## config.mk

```make
export PLATFORM = sky130hd
export DESIGN_NAME = quad_gate_tester
export DESIGN_NICKNAME = d
export VERILOG_FILES = /design/src/rtl/quad_gate_tester.sv
export SDC_FILE = /design/constraint.sdc
export NUM_CORES = 1
export LEC_CHECK = 0
export ABC_CLOCK_PERIOD_IN_PS = 6000
export BUFFER_PORTS_ARGS = -buffer_cell sky130_fd_sc_hd__buf_2
export CAP_MARGIN = 20
export CORE_MARGIN = 5
export CORE_UTILIZATION = 35
export DETAILED_ROUTE_END_ITERATION = 8
export GPL_ROUTABILITY_DRIVEN = 0
export PLACE_DENSITY = 0.58
export SYNTH_ARGS = -nofsm -noshare
export SYNTH_HDL_FRONTEND = slang
export SYNTH_SLANG_ARGS = --single-unit
```

## constraint.sdc

```tcl
create_clock -name clock -period 6 [get_ports clock]
set_input_delay 0.9 -clock clock [delete_from_list [all_inputs] [get_ports clock]]
set_output_delay 0.9 -clock clock [all_outputs]
set_load 0.01 [all_outputs]
```

## src/rtl/quad_gate_tester.sv

```systemverilog
// Sequential tester for a quad 2-input gate chip (7408/7432/7486/7400).
// Walks four rotated input vectors, samples the chip after a settle delay and records per-gate mismatches.
module quad_gate_tester #(
    parameter int SETTLE_CYCLES = 4
) (
    input  logic       clock,
    input  logic       reset,
    input  logic       start,
    input  logic [1:0] op_sel,
    output logic [7:0] dut_in,
    input  logic [3:0] dut_out,
    output logic       busy,
    output logic       done,
    output logic       pass,
    output logic [3:0] fail_gate,
    output logic [4:0] err_count,
    output logic [1:0] fail_vec
);

    typedef enum logic [1:0] {IDLE, APPLY, CHECK, DONE} state_t;

    state_t     state_q, state_d;
    logic [1:0] vec_q, vec_d;
    logic [7:0] cnt_q, cnt_d;
    logic [1:0] op_q, op_d;
    logic [7:0] dut_in_q, dut_in_d;
    logic [3:0] fail_gate_q, fail_gate_d;
    logic [4:0] err_q, err_d;
    logic [1:0] fail_vec_q, fail_vec_d;
    logic [3:0] miss;

    function automatic logic gate_fn(input logic [1:0] op, input logic a, input logic b);
        case (op)
            2'b00:   return a & b;
            2'b01:   return a | b;
            2'b10:   return a ^ b;
            default: return ~(a & b);
        endcase
    endfunction

    // Gate k gets pair (vec+k) mod 4 so neighbouring gates never share a pair.
    function automatic logic [7:0] stim(input logic [1:0] vec);
        logic [7:0] d;
        logic [1:0] p;
        d = 8'h00;
        for (int k = 0; k < 4; k++) begin
            p = vec + 2'(k);
            d[2*k]   = p[1];
            d[2*k+1] = p[0];
        end
        return d;
    endfunction

    function automatic logic [3:0] expect_vec(input logic [1:0] vec, input logic [1:0] op);
        logic [3:0] e;
        logic [1:0] p;
        e = 4'h0;
        for (int k = 0; k < 4; k++) begin
            p = vec + 2'(k);
            e[k] = gate_fn(op, p[1], p[0]);
        end
        return e;
    endfunction

    function automatic logic [2:0] popcnt4(input logic [3:0] v);
        return {2'b00, v[0]} + {2'b00, v[1]} + {2'b00, v[2]} + {2'b00, v[3]};
    endfunction

    always_comb begin
        state_d     = state_q;
        vec_d       = vec_q;
        cnt_d       = cnt_q;
        op_d        = op_q;
        dut_in_d    = dut_in_q;
        fail_gate_d = fail_gate_q;
        err_d       = err_q;
        fail_vec_d  = fail_vec_q;
        miss        = dut_out ^ expect_vec(vec_q, op_q);
        case (state_q)
            IDLE, DONE: begin
                if (start) begin
                    state_d     = APPLY;
                    vec_d       = 2'd0;
                    cnt_d       = 8'd0;
                    op_d        = op_sel;
                    dut_in_d    = stim(2'd0);
                    fail_gate_d = 4'h0;
                    err_d       = 5'd0;
                    fail_vec_d  = 2'd0;
                end
            end
            APPLY: begin
                dut_in_d = stim(vec_q);
                if (cnt_q == 8'(SETTLE_CYCLES - 1)) begin
                    state_d = CHECK;
                    cnt_d   = 8'd0;
                end else begin
                    cnt_d = cnt_q + 8'd1;
                end
            end
            CHECK: begin
                fail_gate_d = fail_gate_q | miss;
                err_d       = err_q + {2'b00, popcnt4(miss)};
                if (err_q == 5'd0 && miss != 4'h0) fail_vec_d = vec_q;
                if (vec_q == 2'd3) begin
                    state_d  = DONE;
                    dut_in_d = 8'h00;
                end else begin
                    state_d  = APPLY;
                    vec_d    = vec_q + 2'd1;
                    dut_in_d = stim(vec_q + 2'd1);
                end
            end
            default: state_d = IDLE;
        endcase
    end

    always_ff @(posedge clock or posedge reset) begin
        if (reset) begin
            state_q     <= IDLE;
            vec_q       <= 2'd0;
            cnt_q       <= 8'd0;
            op_q        <= 2'd0;
            dut_in_q    <= 8'h00;
            fail_gate_q <= 4'h0;
            err_q       <= 5'd0;
            fail_vec_q  <= 2'd0;
        end else begin
            state_q     <= state_d;
            vec_q       <= vec_d;
            cnt_q       <= cnt_d;
            op_q        <= op_d;
            dut_in_q    <= dut_in_d;
            fail_gate_q <= fail_gate_d;
            err_q       <= err_d;
            fail_vec_q  <= fail_vec_d;
        end
    end

    assign dut_in    = dut_in_q;
    assign busy      = (state_q == APPLY) || (state_q == CHECK);
    assign done      = (state_q == DONE);
    assign pass      = done && (fail_gate_q == 4'h0);
    assign fail_gate = fail_gate_q;
    assign err_count = err_q;
    assign fail_vec  = fail_vec_q;

endmodule

```

-- Word level (Yosys, flattened, before mapping)
Cells that the tools add are included.
- equality and inequality tests: 11
- reductions and logical operators: 17
- bitwise logic cells: 18
- add/sub/neg operators: 11
- multiplexer cells: 23
- operators by type and width (operator ; count):
    $mux W8 ; 4
    $pmux W8 S3 ; 1
    $pmux W8 S2 ; 1
    $mux W2 ; 6
    $pmux W1 S3 ; 4
    $pmux W5 S2 ; 1
    $add A2 B2 Y2 const B ; 4
    $add A8 B1 Y8 const B ; 1
    $eq A2 B2 Y1 const B ; 4
    $eq A8 B2 Y1 const B ; 1
    $ne A2 B2 Y1 const B ; 4
    $pmux W2 S2 ; 2
    $pmux W4 S2 ; 1
    $reduce_and A2 Y1 ; 4
    $pmux W2 S3 ; 1
    $reduce_and A3 Y1 ; 2
    $add A5 B3 Y5 ; 1
    $logic_not A5 Y1 ; 1
    $mux W5 ; 1
    $add A2 B1 Y2 const B ; 2
    $and A1 B1 Y1 ; 4
    $eq A2 B1 Y1 const B ; 2
    $logic_not A2 Y1 ; 2
    $logic_not A4 Y1 ; 1
    14 further kinds ; 25
- output and inout port bits: 22
- register bits: 33

-- Depth between registers and ports, before layout
Gate-level depths: netlist of run 1.
- depth after elaboration: 10
- mapped depth: 14

-- Least setup slack after synthesis of run 1
Ideal clock, no wire load.
- kind: reg2reg
- start point: register vec_q[0]
- end point: register err_q[2] (netlist: err_count[2])
- cell stages (with the launch flop): 14
- arrival: 3096 ps
- clock period less this slack: 3217 ps
- required time: 5879 ps
- setup slack: 2783 ps
- buffers on the path: 0
- path through: dfrtp_1 inv_1 ha_1 nand2b_1 a211o_1 nand4b_2 ha_1 xor2_1 fa_1 inv_1 fa_1 nor3_1 a21o_1 a22o_1
- longest elaborated chain between the ends: 10
- elaborated cells on any way between the ends: 29
- classes of those cells: add/sub: 7; mux: 5; bitwise: 17
- ends and longest elaborated chain (item ; RTL line ; text):
    start, declared ; 23 ; logic [1:0] vec_q, vec_d;
    start signal, assigned ; 130 ; vec_q <= vec_d;
    $add A2 B1 Y2 ; 59 ; p = vec + 2'(k);
    $and A1 B1 Y1 ; 34, 37 ;
    $not A1 Y1 ; 37 ; default: return ~(a & b);
    $pmux W1 S3 ; 33 ; case (op)
    $xor A4 B4 Y4 (*) ; 78 ; miss = dut_out ^ expect_vec(vec_q, op_q);
    $add A1 B1 Y2 ; 66 ; return {2'b00, v[0]} + {2'b00, v[1]} + {2'b00, v[2]} + {2'b00, v[3]};
    $add A2 B1 Y3 ; 66 ;
    $add A3 B1 Y3 (*) ; 66 ;
    $add A5 B3 Y5 (*) ; 103 ; err_d = err_q + {2'b00, popcnt4(miss)};
    $pmux W5 S2 (*) ; 79 ; case (state_q)
    end signal, assigned ; 135 ; err_q <= err_d;
    end, declared ; 28 ; logic [4:0] err_q, err_d;
Mark *: on every way between the ends. The rest lies on a longest branch, timed or not.
A chain may end at the register's enable or synchronous reset.

-- Worst setup path after layout of run 1
- start point: register vec_q[0]
- end point: register err_q[4] (netlist: err_count[4])
The elaborated chain is that of the path after synthesis.

==> impl.org, run 1 <==
** Logic synthesis
- The cell area that synthesis handed to floorplanning was 0.00210 mm^2.
- After synthesis the netlist holds a flip-flop and latch count of 31.
- Synthesized-area fraction occupied by ao, oa, aoi and oai cells :: 24.0%
- Count of synthesis-stage warnings from yosys :: 0
- After synthesis, the most frequently instantiated cells are dfrtp_1, nor2_1, nand2_1.
- dfrtp_1 takes more of the synthesized area than any other cell.
- Average size of a mapped cell :: 9.49 um^2
- Largest family of logic cells by synthesized area :: compound AO/OA/AOI/OAI gates
- Summed over its instances, the top area cell type makes up 37.0% of the synthesized netlist area.
- Asr flop ratio synth :: 100%
- Synthesized-area fraction occupied by xor and xnor cells :: 1.19%
- By area the synthesized netlist is led by dfrtp_1, ha_1, nor2_1, a21oi_1, nand2_1.
- The synthesized netlist devotes 10.3% of its cell area to adder and majority cells.
- Post-synthesis share of cell area spent on and, or, nand and nor gates :: 19.3%
- The share of the Yosys chip area taken by registers is 37.0%.
- EDFF count, synth :: 0
- The most used flip-flop cell after synthesis is dfrtp_1.
- Counting every net in the synthesized netlist gives 246.
- In the synthesized netlist, the number of instances is 221.
- Mux share of post-synthesis cell area :: 3.04%
- In this run, distinct cell masters in the synthesized netlist total 58.
- By instance count, the leading cell after synthesis is dfrtp_1.

** Detailed routing
- DR WL/cell :: 14.9 um
- For this run, the detailed router's first-pass iteration total came to 6.
- Count of antenna-violating nets left after detailed routing :: 0
- Vias per Instance :: 5.18
- Aggregate routed wire length :: 4800 um
- The routed layout has 1,674 vias.
- Remaining design rule violation count :: 0
- Number of DRC markers in iteration 0 :: 60

** Flow run
- # Max-Cap Violations :: 0

** STA
- Hold violation count in the final report :: 0
- Timing would allow up to 282 MHz.
- In this run the tightest slew margin relative to its limit is 31.2%.
- The max-slew violation total from the final report was 0.
- Max Clock Skew :: 0.00300 ns
- Adding up every negative setup slack in the final design gives 0 ns.
- Setup slack on the critical path of the routed design comes to 2.45 ns.
- Finish-stage setup viols :: 0
- Final cycle utilization of the critical path :: 59.1%
- Setup repair after global routing left no endpoint under its margin.
- Period minus WS final :: 3.55 ns
- At the pin with the least slew margin, the transition time is 1.02 ns.

** Clock tree
- Hold repair after CTS inserted 0 buffers.
- CTS buffer count :: 5
- TritonCTS built the clock tree.
- Maximum clock path buffer count :: 2
- Root buf cell :: clkbuf_8
- The number of gates resized after CTS was 0.
- CTS sink cnt :: 31
- Clock network latency to the later pin of the worst-skew pair :: 0.28 ns
- In this run the post-CTS setup repair buffer count came out at 0.
- CTS built an H-tree with a depth of 2.
- Clock-pin transition on the worst setup and hold timing paths :: 0.06 ns

** Layout
- 0 antenna diodes ended up in the layout.
- After filler insertion, the fill cell instance count of the layout stands at 610.
- Synth-to-Final Area Change :: 13.2%
- Total Nets Final :: 273
- Layout cell share with drive strength beyond 1 :: 24.2%

** Floorplanning
- Die Y :: 87.4 um
- Chip Width :: 87.4 um
- Starting Density :: 35.7%
- Die Area :: 0.00764 mm^2
- Number of rows created at floorplan :: 28
- Ports placed on the boundary :: 31
- The core region is 0.00589 mm^2.

** Critical path
- CP Max Fanout :: 9
- Worst setup path category :: register to register
- Critical Path Source Type :: register
- At the worst endpoint, the required time is 6.16 ns.
- Crit path capture type :: register
- Arrival time worst endpoint :: 3.71 ns

** GRT
- The initial antenna violation count came to 0.
- The first global-routing pass estimated 8070 um of wire.
- Via count of the first global-routing pass :: 1,656
- GRT overflow :: 0
- Entering global routing, the biggest net connects 32 pins.
- Total Routing Usage GR :: 13.5%

** Outcome
- The flow ran to the end, and the final reports show no timing, DRC or antenna violations.

** Pwr
- Cell area power density :: 524 mW/mm^2
- Maximum vdd ir drop :: 0.183 mV
- Static power due to leakage :: 1.12 nW

** Place
- Detailed placement finished with a half-perimeter wire length of 3590 um.
- Post-Place Worst Slack :: 2.45 ns
- In this run the tool buffered the top-level ports with 30 buffer cells.

** Hold path
- The tightest min-delay check is of the register to register type.
## through the flow
step,std cells,util [%],hold slack (ns),area (um^2),total power [mW]
2_1_floorplan,221,-,0.464,2100,0.919
3_3_place_gp,316,38.9,0.480,2290,1.08
3_5_place_dp,316,38.9,0.489,2290,1.09
4_1_cts,323,40.3,0.503,2370,1.26
5_1_grt,323,40.3,0.535,2370,1.36
6_report,323,40.3,0.497,2370,1.25
## kinds of logic (layout without fill, tap and decap cells)
group,count (synthesis),after routing
xor+xnor,2,2
mux,6,6
flops,31,31
compound gates,65,65
simple gates,77,77
fa+ha+maj,16,16
buf+inv,24,51
## flip-flops by register name, summed over array words and instances (netlist names)
signal     flops
err_count      5
op_q           2
fail_vec       2
vec_q          2
fail_gate      4
state_q        2
cnt_q          8
dut_in         6
## critical path, cell delays in order, from the launching register on
cell,delay [ns]
dfrtp_1,0.54
inv_1,0.20
ha_1,0.43
nand2b_1,0.14
a211o_1,0.32
nand4b_2,0.14
ha_1,0.27
xor2_1,0.22
fa_1,0.23
inv_1,0.06
fa_1,0.40
nor2_1,0.15
nand4_1,0.11
o21ai_0,0.14
nor3_1,0.08
## worst paths after layout
kind	start	endpoint	slack, ns	cells past startpoint
setup / recovery	vec_q[0]	err_count[4]	2.45	14
hold / removal	dut_in[6]	dut_in[6]	0.50	2
setup reg to reg	vec_q[0]	err_count[4]	2.45	14
hold reg to reg	dut_in[6]	dut_in[6]	0.50	2
max in group asynchronous	reset	fail_gate[3]	5.01	3
min in group asynchronous	reset	dut_in[0]	0.69	3
## report_power, final
group	leakage (nW)	total, mW	switching, mW	internal [mW]
clock network	0.0470	0.166	0.0764	0.0899
registers	0.409	0.340	0.0737	0.267
logic	0.661	0.739	0.433	0.306
## area by class of cell
| cell class | count | area, um^2 | area share [%] |
|---|---|---|---|
| timing repair buffer | 31 | 158 | 6.64 |
| clock buffer | 6 | 82.6 | 3.48 |
| clock inverter | 1 | 5.00 | 0.211 |
| multi-input combinational | 166 | 1210 | 51.0 |
| tap | 75 | 93.8 | 3.95 |
| inverter | 13 | 48.8 | 2.05 |
| sequential | 31 | 776 | 32.7 |
## placed cells by master, fill, tap and decap left out, types with 2 or more instances in the layout
cell type   n
a31oi_1     3
buf_2      30
a21o_1      6
clkbuf_8    6
nand3_1     3
mux2_2      3
dfrtp_1    31
o22ai_1     2
a21oi_1    15
inv_1      12
a221oi_1    3
fa_1        2
a22o_1      2
o211ai_1    2
o21ai_0     4
mux2i_1     3
nand4_1     4
nand2_1    19
nand2b_1   10
nor2b_1     3
nor2_1     21
ha_1       14
or2_2       2
o31ai_1     4
o21ai_1     9
nor3_1      2
and3_1      3
## metal layers
metal / part of all wire, % / vias up / global-route usage [%]
met4: 1.9 / 0 / 5.30
met2: 45 / 23 / 20.8
met1: 50 / 797 / 18.1
met5: 0 / - / 0
met3: 3.3 / 9 / 3.60
li1: - / 845 / -
Power figures use the tool's default switching activity.
==> run 2, diff against run 1 <==
--- a/config.mk
+++ b/config.mk
@@ -5,14 +5,14 @@
 export SDC_FILE = /design/constraint.sdc
 export NUM_CORES = 1
 export LEC_CHECK = 0
-export ABC_CLOCK_PERIOD_IN_PS = 6000
+export ABC_CLOCK_PERIOD_IN_PS = 3080
 export BUFFER_PORTS_ARGS = -buffer_cell sky130_fd_sc_hd__buf_2
 export CAP_MARGIN = 20
 export CORE_MARGIN = 5
 export CORE_UTILIZATION = 35
 export DETAILED_ROUTE_END_ITERATION = 8
 export GPL_ROUTABILITY_DRIVEN = 0
-export PLACE_DENSITY = 0.58
+export PLACE_DENSITY = 0.6
 export SYNTH_ARGS = -nofsm -noshare
 export SYNTH_HDL_FRONTEND = slang
 export SYNTH_SLANG_ARGS = --single-unit
==> constraint.sdc (replaced) <==
create_clock -name clock -period 3.08 [get_ports clock]
set_input_delay 0.462 -clock clock [delete_from_list [all_inputs] [get_ports clock]]
set_output_delay 0.462 -clock clock [all_outputs]
set_load 0.01 [all_outputs]
==> run 2 against run 1 <==
  * Hold slack worse by 0.15 ns
  * Global-route usage up 0.33 points
  * Highest routed layer unchanged
  * Clock power up 110%
==> impl.org, run 2 (synthesis results as in run 1) <==
** Outcome
- The run finished with clean final reports.

** Pwr
- Final Total Pwr :: 2.60 mW (+110%)
- The maximum vdd ir drop came to 0.552 mV (+200%).
- The leakage power figure was 1.18 nW (+6.1%).
- The total power divided by cell area came to 1030 mW/mm^2 (+97%).

** Critical path
- The worst setup path is of the register to register kind.
- Crit path capture type :: register
- Required time of the critical path :: 3.24 ns (-2.92 ns)
- Critical Path Source Type :: register
- The endpoint arrival time on the critical path was 3.08 ns (-0.63 ns).
- CP Max Fanout :: 5 (-4)

** Floorplanning
- The top-level port count came to 31 (unchanged).
- The floorplan die width is 87.4 um (unchanged).
- Core Region :: 0.00589 mm^2 (unchanged)
- The site row count is 28 (unchanged).
- The initial cell density of the core was 35.7% (unchanged).
- Die Y :: 87.4 um (unchanged)
- Die Area :: 0.00764 mm^2 (unchanged)

** Place
- HPWL after detailed placement :: 3650 um (+1.7%)
- The total of buffers placed on input and output ports is 30 (unchanged).
- Post-Place Worst Slack :: 0.0128 ns (-2.44 ns)

** Clock tree
- Clock network latency to the later pin of the worst-skew pair :: 0.28 ns (about the same)
- The deepest level of the CTS H-tree was 2 (unchanged).
- The total clock buffers created by CTS was 5 (unchanged).
- CTS placed an instance of clkbuf_8 at the clock tree root.
- CTS tree :: built
- CTS sink cnt :: 31 (unchanged)
- Clock-pin transition on the worst setup and hold timing paths :: 0.07 ns (about the same)
- The maximum count of clock buffers along a single path is 2 (unchanged).

** GRT
- The largest net degree at the start of global routing was 22 (-31%).
- The total grt overflow is 0 (unchanged).
- The initial antenna violation count is 0 (unchanged).
- Global-route wire length before repair :: 8380 um (+3.8%)
- The total routing resource utilization after global routing was 13.9% (+0.33 points).
- Via count of the first global-routing pass :: 1,743 (+5.3%)

** Flow run
- # Max-Cap Violations :: 0 (unchanged)

** Detailed routing
- Aggregate routed wire length :: 4820 um (+0.37%)
- Vias per Instance :: 5.12 (-1.2%)
- Remaining design rule violation count :: 0 (unchanged)
- The routed wire length per instance was 14.3 um (-3.8%).
- The total iterations of the first detailed-routing run was 4 (-2).
- Vias post-DR :: 1,725 (+3.0%)
- The post-detailed-route count of antenna-violating nets came to 0 (unchanged).
- The number of DRC markers after the initial detailed-route iteration is 67 (+12%).

** STA
- Max Clock Skew :: 0.00563 ns (+0.00263 ns)
- Max Slew Vio Count :: 0 (unchanged)
- Hold violation count in the final report :: 0 (unchanged)
- The final worst-path cycle share was 94.7% (+36 points).
- The upper clock frequency limit came to 343 MHz (+22%).
- Unrepaired setup endpoints after global routing :: no
- Finish-stage setup viols :: 0 (unchanged)
- The sum of negative setup slack was 0 ns (unchanged).
- Worst-case headroom to the max-slew limit :: 43.7% (+13 points)
- The pin slew with the least headroom to its limit came to 0.843 ns (-0.177 ns).
- Final Worst Setup Slack :: 0.165 ns (-2.29 ns)
- The final period demand of the worst path is 2.92 ns (-0.632 ns).

** Layout
- The number of flip-flops in the largest register came to 8 (unchanged).
- From synthesis to final layout, the design area changed by 20.2%.
- The library cells used most frequently in the layout, excluding fill and tap cells, are dfrtp_1, buf_2, nor2_1.
- cnt_q holds more flip-flops than any other register.
- Layout cell share with drive strength beyond 1 :: 31.7% (+7.5 points)
- ANT cells :: 0 (unchanged)
- The count of nets after finishing came to 286 (+4.8%).

** Hold path
- The worst hold path belongs to the class input pin to asynchronous set/reset pin.
-- run 2: cell types whose count changed in the layout (fill, tap and decap cells not counted), sizes merged --
cell,before,now
buf,31,44
clkbuf,6,8
clkinv,1,0
-- run 2: report_power, final --
part | switching, mW | total (mW) | internal (mW) | leakage [nW]
clock network | 0.149 | 0.353 | 0.204 | 0.0515
registers | 0.133 | 0.653 | 0.520 | 0.407
logic | 0.886 | 1.60 | 0.713 | 0.726
-- run 2: path summary, 6_finish.rpt --
path | startpoint | end | slack, ns | cells after the start
setup / recovery | vec_q[0] | err_count[4] | 0.16 | 13
hold / removal | reset | fail_gate[0] | 0.35 | 2
setup reg to reg | vec_q[0] | err_count[4] | 0.16 | 13
hold reg to reg | dut_in[4] | dut_in[4] | 0.50 | 2
max in group asynchronous | reset | cnt_q[3] | 2.07 | 3
min in group clock | op_sel[1] | op_q[1] | 0.41 | 2
-- run 2: cell type report --
cell class,count,area [um^2]
clock buffers,8,100
fillers,598,3360
inverters,13,48.8
multi-input cells,166,1250
flip-flops and latches,31,777
well taps,75,93.8
repair buffers,44,255
-- run 2: timing repair --
action / 4_1_cts / 5_1_grt
resized for setup: 0 / 9
cloned: 0 / 0
hold buffers: 0 / 0
pin swaps: 0 / 4
endpoints found under the setup margin: 1 / 3
setup buffers: 1 / 2
-- run 2: critical path, cell delays in order (launching register included) --
cell and delay [ns]:
dfrtp_2 0.44, buf_4 0.17, ha_1 0.21, nor2b_1 0.14, or4_1 0.40, and4_4 0.21
xor2_2 0.18, fa_2 0.23, inv_2 0.04, fa_2 0.37, nor2_2 0.13, nand4_1 0.10
o21ai_1 0.11, nor3_1 0.05
-- run 2: per-stage QoR --
step / instance area (um^2) / std cells / util (%) / hold slack (ns)
3_3_place_gp: 2380 / 326 / 40.4 / 0.481
5_1_grt: 2520 / 337 / 42.8 / 0.411
6_report: 2520 / 337 / 42.8 / 0.347
3_5_place_dp: 2380 / 326 / 40.4 / 0.493
4_1_cts: 2480 / 335 / 42.2 / 0.387
2_1_floorplan: 2110 / 221 / - / 0.464
-- run 2: layer usage --
layer  global-route usage (%)  vias up  routed length, um
met5                        0        -                  0
met4                     3.77        0                 59
met3                     3.22        6                184
met2                     22.4       24               2250
met1                     18.6      825               2330
li1                         -      870                  -
